File: src/rtl/calc_result_display_if.sv
// Valid/ready result channel from the add/sub stage to the display block.
interface calc_result_display_if;
    logic       res_valid;
    logic [4:0] res_data;
    logic       res_ready;

    modport master (output res_valid, output res_data, input res_ready);
    modport slave  (input res_valid, input res_data, output res_ready);
endinterface

File: src/rtl/calc_result_display.sv
// Captures a sign-magnitude result, holds it for a minimum time and drives
// a 4-digit multiplexed common-anode seven-segment display (sign, blank, tens, ones).
module calc_result_display #(
    parameter int unsigned REFRESH_DIV = 1000,
    parameter int unsigned HOLD_CYCLES = 50000000
) (
    input  logic                        clk,
    input  logic                        rst,
    calc_result_display_if.slave        res,
    input  logic                        clear,
    output logic [3:0]                  an,
    output logic [6:0]                  seg,
    output logic [4:0]                  shown_value,
    output logic                        busy
);
    localparam int unsigned REF_W  = 16;
    localparam int unsigned HOLD_W = 32;
    localparam logic [6:0]  SEG_BLANK = 7'b1111111;
    localparam logic [6:0]  SEG_MINUS = 7'b0111111;
    localparam logic [6:0]  SEG_ONE   = 7'b1111001;

    typedef enum logic [1:0] {BLANK, HOLD, SHOW} state_t;

    state_t              state, state_next;
    logic [REF_W-1:0]    ref_cnt;
    logic [1:0]          idx;
    logic [HOLD_W-1:0]   hold_cnt, hold_cnt_next;
    logic [4:0]          held_next;
    logic                ready;
    logic                capture;
    logic                tens;
    logic [3:0]          ones;
    logic [3:0]          an_next;
    logic [6:0]          seg_next;

    function automatic logic [6:0] seg_of(input logic [3:0] d);
        case (d)
            4'd0:    seg_of = 7'b1000000;
            4'd1:    seg_of = 7'b1111001;
            4'd2:    seg_of = 7'b0100100;
            4'd3:    seg_of = 7'b0110000;
            4'd4:    seg_of = 7'b0011001;
            4'd5:    seg_of = 7'b0010010;
            4'd6:    seg_of = 7'b0000010;
            4'd7:    seg_of = 7'b1111000;
            4'd8:    seg_of = 7'b0000000;
            4'd9:    seg_of = 7'b0010000;
            default: seg_of = SEG_BLANK;
        endcase
    endfunction

    // Ready is taken away in the reset cycle itself and for the whole hold.
    assign ready         = !rst && (state != HOLD);
    assign res.res_ready = ready;
    assign busy          = (state == HOLD);
    assign capture       = res.res_valid && ready && !clear;

    always_comb begin
        state_next    = state;
        held_next     = shown_value;
        hold_cnt_next = hold_cnt;
        case (state)
            BLANK, SHOW: begin
                if (capture) begin
                    state_next    = HOLD;
                    hold_cnt_next = '0;
                    held_next     = (res.res_data == 5'b10000) ? 5'b00000 : res.res_data;
                end
            end
            HOLD: begin
                if (hold_cnt == HOLD_W'(HOLD_CYCLES - 1)) begin
                    state_next    = SHOW;
                    hold_cnt_next = '0;
                end else begin
                    hold_cnt_next = hold_cnt + HOLD_W'(1);
                end
            end
            default: state_next = BLANK;
        endcase
        if (clear) begin
            state_next    = BLANK;
            held_next     = '0;
            hold_cnt_next = '0;
        end
    end

    // Decode from the next held value so a new capture shows up one cycle later.
    always_comb begin
        tens     = (held_next[3:0] >= 4'd10);
        ones     = tens ? (held_next[3:0] - 4'd10) : held_next[3:0];
        an_next  = 4'b1111;
        seg_next = SEG_BLANK;
        if (state_next != BLANK) begin
            an_next = ~(4'b0001 << idx);
            case (idx)
                2'd0:    seg_next = seg_of(ones);
                2'd1:    seg_next = tens ? SEG_ONE : SEG_BLANK;
                2'd2:    seg_next = SEG_BLANK;
                default: seg_next = held_next[4] ? SEG_MINUS : SEG_BLANK;
            endcase
        end
    end

    always_ff @(posedge clk) begin
        if (rst) begin
            state       <= BLANK;
            hold_cnt    <= '0;
            shown_value <= '0;
            ref_cnt     <= '0;
            idx         <= '0;
            an          <= 4'b1111;
            seg         <= SEG_BLANK;
        end else begin
            state       <= state_next;
            hold_cnt    <= hold_cnt_next;
            shown_value <= held_next;
            an          <= an_next;
            seg         <= seg_next;
            if (ref_cnt == REF_W'(REFRESH_DIV - 1)) begin
                ref_cnt <= '0;
                idx     <= idx + 2'd1;
            end else begin
                ref_cnt <= ref_cnt + REF_W'(1);
            end
        end
    end
endmodule
File: src/flat_wrapper.sv
// flat-port wrapper written by rule: the top's interface ports become plain ports
module calc_result_display_flat 
#(
    parameter int unsigned REFRESH_DIV = 1000,
    parameter int unsigned HOLD_CYCLES = 50000000
)
  (clk, rst, clear, an, seg, shown_value, busy, res_res_valid, res_res_data, res_res_ready);
  calc_result_display_if res_i ();
  input  logic clk;
  input  logic rst;
  input  logic clear;
  output logic [3:0] an;
  output logic [6:0] seg;
  output logic [4:0] shown_value;
  output logic busy;
  input wire logic [$bits(res_i.res_valid)-1:0] res_res_valid;
  input wire logic [$bits(res_i.res_data)-1:0] res_res_data;
  output wire logic [$bits(res_i.res_ready)-1:0] res_res_ready;
  assign res_i.res_valid = res_res_valid;
  assign res_i.res_data = res_res_data;
  assign res_res_ready = res_i.res_ready;
  calc_result_display #(.REFRESH_DIV(REFRESH_DIV), .HOLD_CYCLES(HOLD_CYCLES)) u_core (.clk(clk), .rst(rst), .res(res_i), .clear(clear), .an(an), .seg(seg), .shown_value(shown_value), .busy(busy));
endmodule
File: config.mk
export PLATFORM = sky130hd
export DESIGN_NAME = calc_result_display_flat
export DESIGN_NICKNAME = d
export VERILOG_FILES = /design/src/rtl/calc_result_display_if.sv /design/src/rtl/calc_result_display.sv /design/src/flat_wrapper.sv
export SDC_FILE = /design/constraint.sdc
export NUM_CORES = 1
export LEC_CHECK = 0
export CORE_MARGIN = 2
export CORE_UTILIZATION = 55
export DETAILED_ROUTE_END_ITERATION = 10
export PLACE_DENSITY_LB_ADDON = 0.15
export SLEW_MARGIN = 40
export SYNTH_ARGS = -nofsm -noshare
export SYNTH_HDL_FRONTEND = slang
export SYNTH_SLANG_ARGS = --single-unit
File: constraint.sdc
create_clock -name clk -period 3 [get_ports clk]
set_input_delay 0.6 -clock clk [delete_from_list [all_inputs] [get_ports clk]]
set_output_delay 0.6 -clock clk [all_outputs]
set_load 0.03 [all_outputs]
Yosys cells after proc, flatten, opt, wreduce, memory -nomap -nowiden --
Memory sizes are Yosys's and may differ from the RTL's. Cells that the tools add are included.
Storage, ports and cells: memories kept 1, register bits after elaboration 68, logic and storage cells 54, bits in read-only memories 112, bits of input ports 9, output and inout bits 18
Memory list:
- (name not given) | words 16, bits a word 7, read ports 1, clocked after memory_dff 0, wr ports 0, RTL line calc_result_display.sv:37 | case (d)
Operators by class: equal/unequal tests 9, reductions and logical operators 14, muxes and demuxes 15, $lt $le $gt $ge 1, bitwise gates (word level) 2, add/sub/neg operators 4, shift operators 1
Operators with widths (count):
- $mux 32 | 2
- $pmux 32 s2 | 1
- $add 32x1->32 const B | 1
- $eq 32x26->1 const B | 1
- $pmux 7 s3 | 1
- $mux 5 | 4
- $add 16x1->16 const B | 1
- $eq 16x10->1 const B | 1
- $reduce_or 2->1 | 4
- $mux 7 | 1
- $mux 2 | 3
- $eq 5x5->1 const B | 1
- $eq 2x1->1 const B | 2
- $eq 2x2->1 const B | 2
- $ge 4x4->1 const B | 1
- $logic_not 2->1 | 2
- $mux 4 | 1
- $ne 2x1->1 const B | 2
- $not 4->4 | 1
- $pmux 2 s2 | 1
- $reduce_bool 2->1 | 2
- $shl 1x2->4 const A | 1
- $sub 4x4->4 const B | 1
- $logic_and 1x1->1 | 3
- other kinds (5) | 6

Logic depth before layout (Yosys ltp) --
An unclocked memory read counts as a cell.
depth after elaboration 11, gate-level depth with buffers 11, gate-level depth less buffers 9

Least setup slack after synthesis --
Ideal clock, no wire load.
path type input to register, from input port rst, to register u_core.seg[3], required time 2862 ps, stages 11, data arrival time 2630 ps, slack 232 ps, library setup time 138 ps, buffers on the path 2, cells stage by stage clkbuf_1 -> nor3b_1 -> buf_2 -> mux2i_1 -> nor2_2 -> a21oi_1 -> inv_1 -> ha_1 -> inv_1 -> mux2i_1 -> o221ai_1
Between the ends: longest elaborated chain between the ends 11, elaborated cells between the ends (all ways) 18, classes of those cells add/sub (1); order compare (1); mux (8); bitwise (1); reduce/logical (6); memory (1)
RTL lines:
- start, declared | RTL line flat_wrapper.sv:10 | input logic rst;
- $logic_not 1->1 | RTL line calc_result_display.sv:53 | assign ready = !rst && (state != HOLD);
- $logic_and 1x1->1 | RTL line calc_result_display.sv:53
- $logic_and 1x1->1 (2 in a row) | RTL line calc_result_display.sv:56 | assign capture = res.res_valid && ready && !clear;
- $mux 5 | RTL line calc_result_display.sv:64 | if (capture) begin
- $mux 5 | RTL line calc_result_display.sv:62 | case (state)
- $mux 5 | RTL line calc_result_display.sv:80 | if (clear) begin
- $sub 4x4->4 / $ge 4x4->1 (equally long branches) | RTL line calc_result_display.sv:90, calc_result_display.sv:89
- $mux 4 | RTL line calc_result_display.sv:90 | ones = tens ? (held_next[3:0] - 4'd10) : held_next[3:0];
- $mem_v2 16x7
- $pmux 7 s3 | RTL line calc_result_display.sv:95 | case (idx)
- end signal, assigned | RTL line calc_result_display.sv:118 | seg <= seg_next;
- end, declared | RTL line calc_result_display.sv:12 | output logic [6:0] seg,
Parallel ways exist; a longest one is shown, timed or not. A chain may end at the register's enable or synchronous reset.

Worst setup path in the final report --
from input port rst, to output port res_res_ready
Between the ends: longest elaborated chain between the ends 2
RTL lines:
- $logic_not 1->1 | RTL line calc_result_display.sv:53
- $logic_and 1x1->1 | RTL line calc_result_display.sv:53
- end, declared | RTL line flat_wrapper.sv:18 | output wire logic [$bits(res_i.res_ready)-1:0] res_res_ready;
Every way passes these cells.

==> flow_summary.ini <==
[status]
status = completed

[floorplanning]
core_area_um2 = 6350
die_area_um2 = 7220
ios = 27
initial_core_util_pct = 56.8
rows = 29
die_h_um = 85.0
die_w_um = 85.0

[drt]
vias = 3398
avgRoutedWirePerCell_um = 15.9
routed_wl_um = 8750
drtIter0Drc = 299
routed_via_density = 6.18
drc = 0
drtAntennaViolNets = 0
drt_pass1_iterations = 5

[worst_setup_path]
cp.required_ps = 2400
rr_endpoint = u_core.hold_cnt[26]$_SDFFE_PP0P_
cp-endpoint = res_res_ready
crit_path_start_kind = input pin
r2r_start = u_core.hold_cnt[0]$_SDFFE_PP0P_
crit_arrival_ps = 2170
critPathLaunch = rst
r2r_slack_ps = 620
reg2reg_depth = 7
critPathCaptureType = primary output
worstSetupPathType = input pin to primary output
cp_max_fo = 6

[sta]
final.period_utilization_pct = 92.4
worstMarginPinSlew_ps = 680
slew_headroom_pct = 54.6
slew_violations = 0
min_period_ps = 2770
finalSetupViolations = 0
max_freq_mhz = 361
finalHoldViolCount = 0
fin_worst_skew_ps = 5.60
rsz0062_at_grt = no

[grt]
grt_pass1_wl_um = 15000
overflow = 0
globalRouteTotalUtil_pct = 25.4
grt_antenna_before_repair = 0
grt_max_degree = 33
grt_pass1_vias = 3213

[synth]
post_synth.cell_area_avg_um2 = 8.18
synth_cell_types = 58
ys_seq_elements = 68
syn_area_um2 = 3610
synth.area.top_cells = dfxtp_1 (38%), a31oi_1 (5.6%), ha_1 (4.5%)
syn_inst = 441
synth_top_area_share_pct = 37.8
synth_edf_count = 0
synth_most_common_cell = dfxtp_1
ys_warn_count = 0
ys_top_cells_by_count = dfxtp_1 (68), nand2_1 (41), nor2_1 (40), a31oi_1 (32), nand3_1 (19)
synth_ff_type = dfxtp_1
synthArstFlopShare_pct = 0
seq_area_frac_synth_pct = 37.8
yosysTopAreaCell = dfxtp_1
syn-num-nets = 463

[cts]
cts_buffers = 9
clk_latency_ps = 340
clock_path_buffers = 2
cts_sinks = 68
ctsHoldBuffers = 0
clk_pin_slew_worst_paths_ps = 60
cts_tree = yes
post_cts_buffers = 0
cts_resized = 0
root_buffer = clkbuf_8
htree_levels = 3

[placed_design]
dp.cells = 536
place_hpwl_um = 6150
io_buffers = 26
gp_congestion = 0.890

[final_layout]
drive_gt1_share_pct = 10.1
final_cells = 550
syn2layout_area_growth_pct = 16.3
nets = 492
fillers = 523
insertedDiodeCount = 0

[power_and_ir_drop]
power_mw = 1.83
peakVddDrop_uv = 282
p_leak_nw = 1.42
p_per_area_nw_per_um2 = 436

[min_path]
worstHoldPathType = register to register
holdPathStages = 1

[run]
drv_cap = 0
==> state kept, by name (all words and copies together), names as in the netlist <==
signal	cells
u_core.an	4
u_core.shown_value	5
u_core.ref_cnt	16
u_core.seg	7
u_core.hold_cnt	32
u_core.state	2
u_core.idx	2
==> layer usage <==
layer  routed length (µm)  vias up  share of wire (%)  global-route usage (%)
met5                    0        -                  0                       0
met4                  108        0                1.2                    9.96
met3                  586       15                6.7                    6.32
met2                 3910      125                 45                    37.5
met1                 4140     1571                 47                    35.8
li1                     -     1687                  -                       -
==> stage by stage <==
step	hold slack, ps	util (%)	cell area (µm²)	worst slack, ps	TNS, ps
6_report	448	66.0	4190	227	0
5_1_grt	481	66.0	4190	68.9	0
4_1_cts	458	66.0	4190	222	0
3_5_place_dp	442	63.0	4000	-49.1	-82.1
3_3_place_gp	434	62.9	4000	34.0	0
2_1_floorplan	418	-	3610	232	0
==> power by group <==
| group | switching, mW | internal (mW) | leakage, nW | total, mW |
|---|---|---|---|---|
| logic | 0.0960 | 0.0650 | 0.774 | 0.161 |
| clock network | 0.327 | 0.419 | 0.0983 | 0.747 |
| registers | 0.00692 | 0.913 | 0.550 | 0.920 |
==> logic make-up after synthesis <==
| logic type | after synthesis | synth area share (%) |
|---|---|---|
| and+or+nand+nor | 200 | 29.3 |
| AOI/OAI and AO/OA | 93 | 17.3 |
| DFF | 68 | 37.8 |
| buffers and inverters | 42 | 4.72 |
| xor gates and xnor gates | 15 | 3.64 |
| adders and majority gates | 13 | 4.51 |
| muxes | 10 | 2.81 |
==> worst max-delay path, cell delays in order <==
cell	delay, ps
clkdlybuf4s50_1	450
buf_4	160
buf_4	150
nor2_1	130
clkdlybuf4s50_1	680
==> area by class of cell <==
class | count | area (µm²) | area share [%]
multi-input cells | 331 | 2090 | 49.7
flip-flops and latches | 68 | 1360 | 32.5
repair buffers | 42 | 393 | 9.37
clock buffers | 12 | 155 | 3.70
well taps | 77 | 96.3 | 2.30
inverters | 18 | 67.6 | 1.61
clock inverters | 2 | 35.0 | 0.835
==> cell usage in the layout, fill, tap and decap left out, drive strengths merged, types with 6 or more instances in the layout <==
master / instances
xor2: 10
and3: 9
nand4: 18
o211ai: 6
nor3: 16
ha: 13
nand2: 41
a21oi: 14
nor2: 42
nor4: 10
nand3: 21
or3: 14
clkdlybuf4s50: 26
clkbuf: 12
dfxtp: 68
a31oi: 32
o21ai: 12
buf: 16
mux2i: 9
inv: 18
==> worst min-delay path by stage <==
stage	start	end	slack, ps
2_1_floorplan	u_core.ref_cnt[0]$_SDFF_PP0_	u_core.ref_cnt[0]$_SDFF_PP0_	420
3_3_place_gp	u_core.ref_cnt[0]$_SDFF_PP0_	u_core.ref_cnt[0]$_SDFF_PP0_	430
3_5_place_dp	u_core.ref_cnt[0]$_SDFF_PP0_	u_core.ref_cnt[0]$_SDFF_PP0_	440
4_1_cts	u_core.ref_cnt[0]$_SDFF_PP0_	u_core.ref_cnt[0]$_SDFF_PP0_	460
5_1_grt	u_core.ref_cnt[0]$_SDFF_PP0_	u_core.ref_cnt[0]$_SDFF_PP0_	480
6_report	u_core.ref_cnt[0]$_SDFF_PP0_	u_core.ref_cnt[0]$_SDFF_PP0_	450
Power figures use the tool's default switching activity.
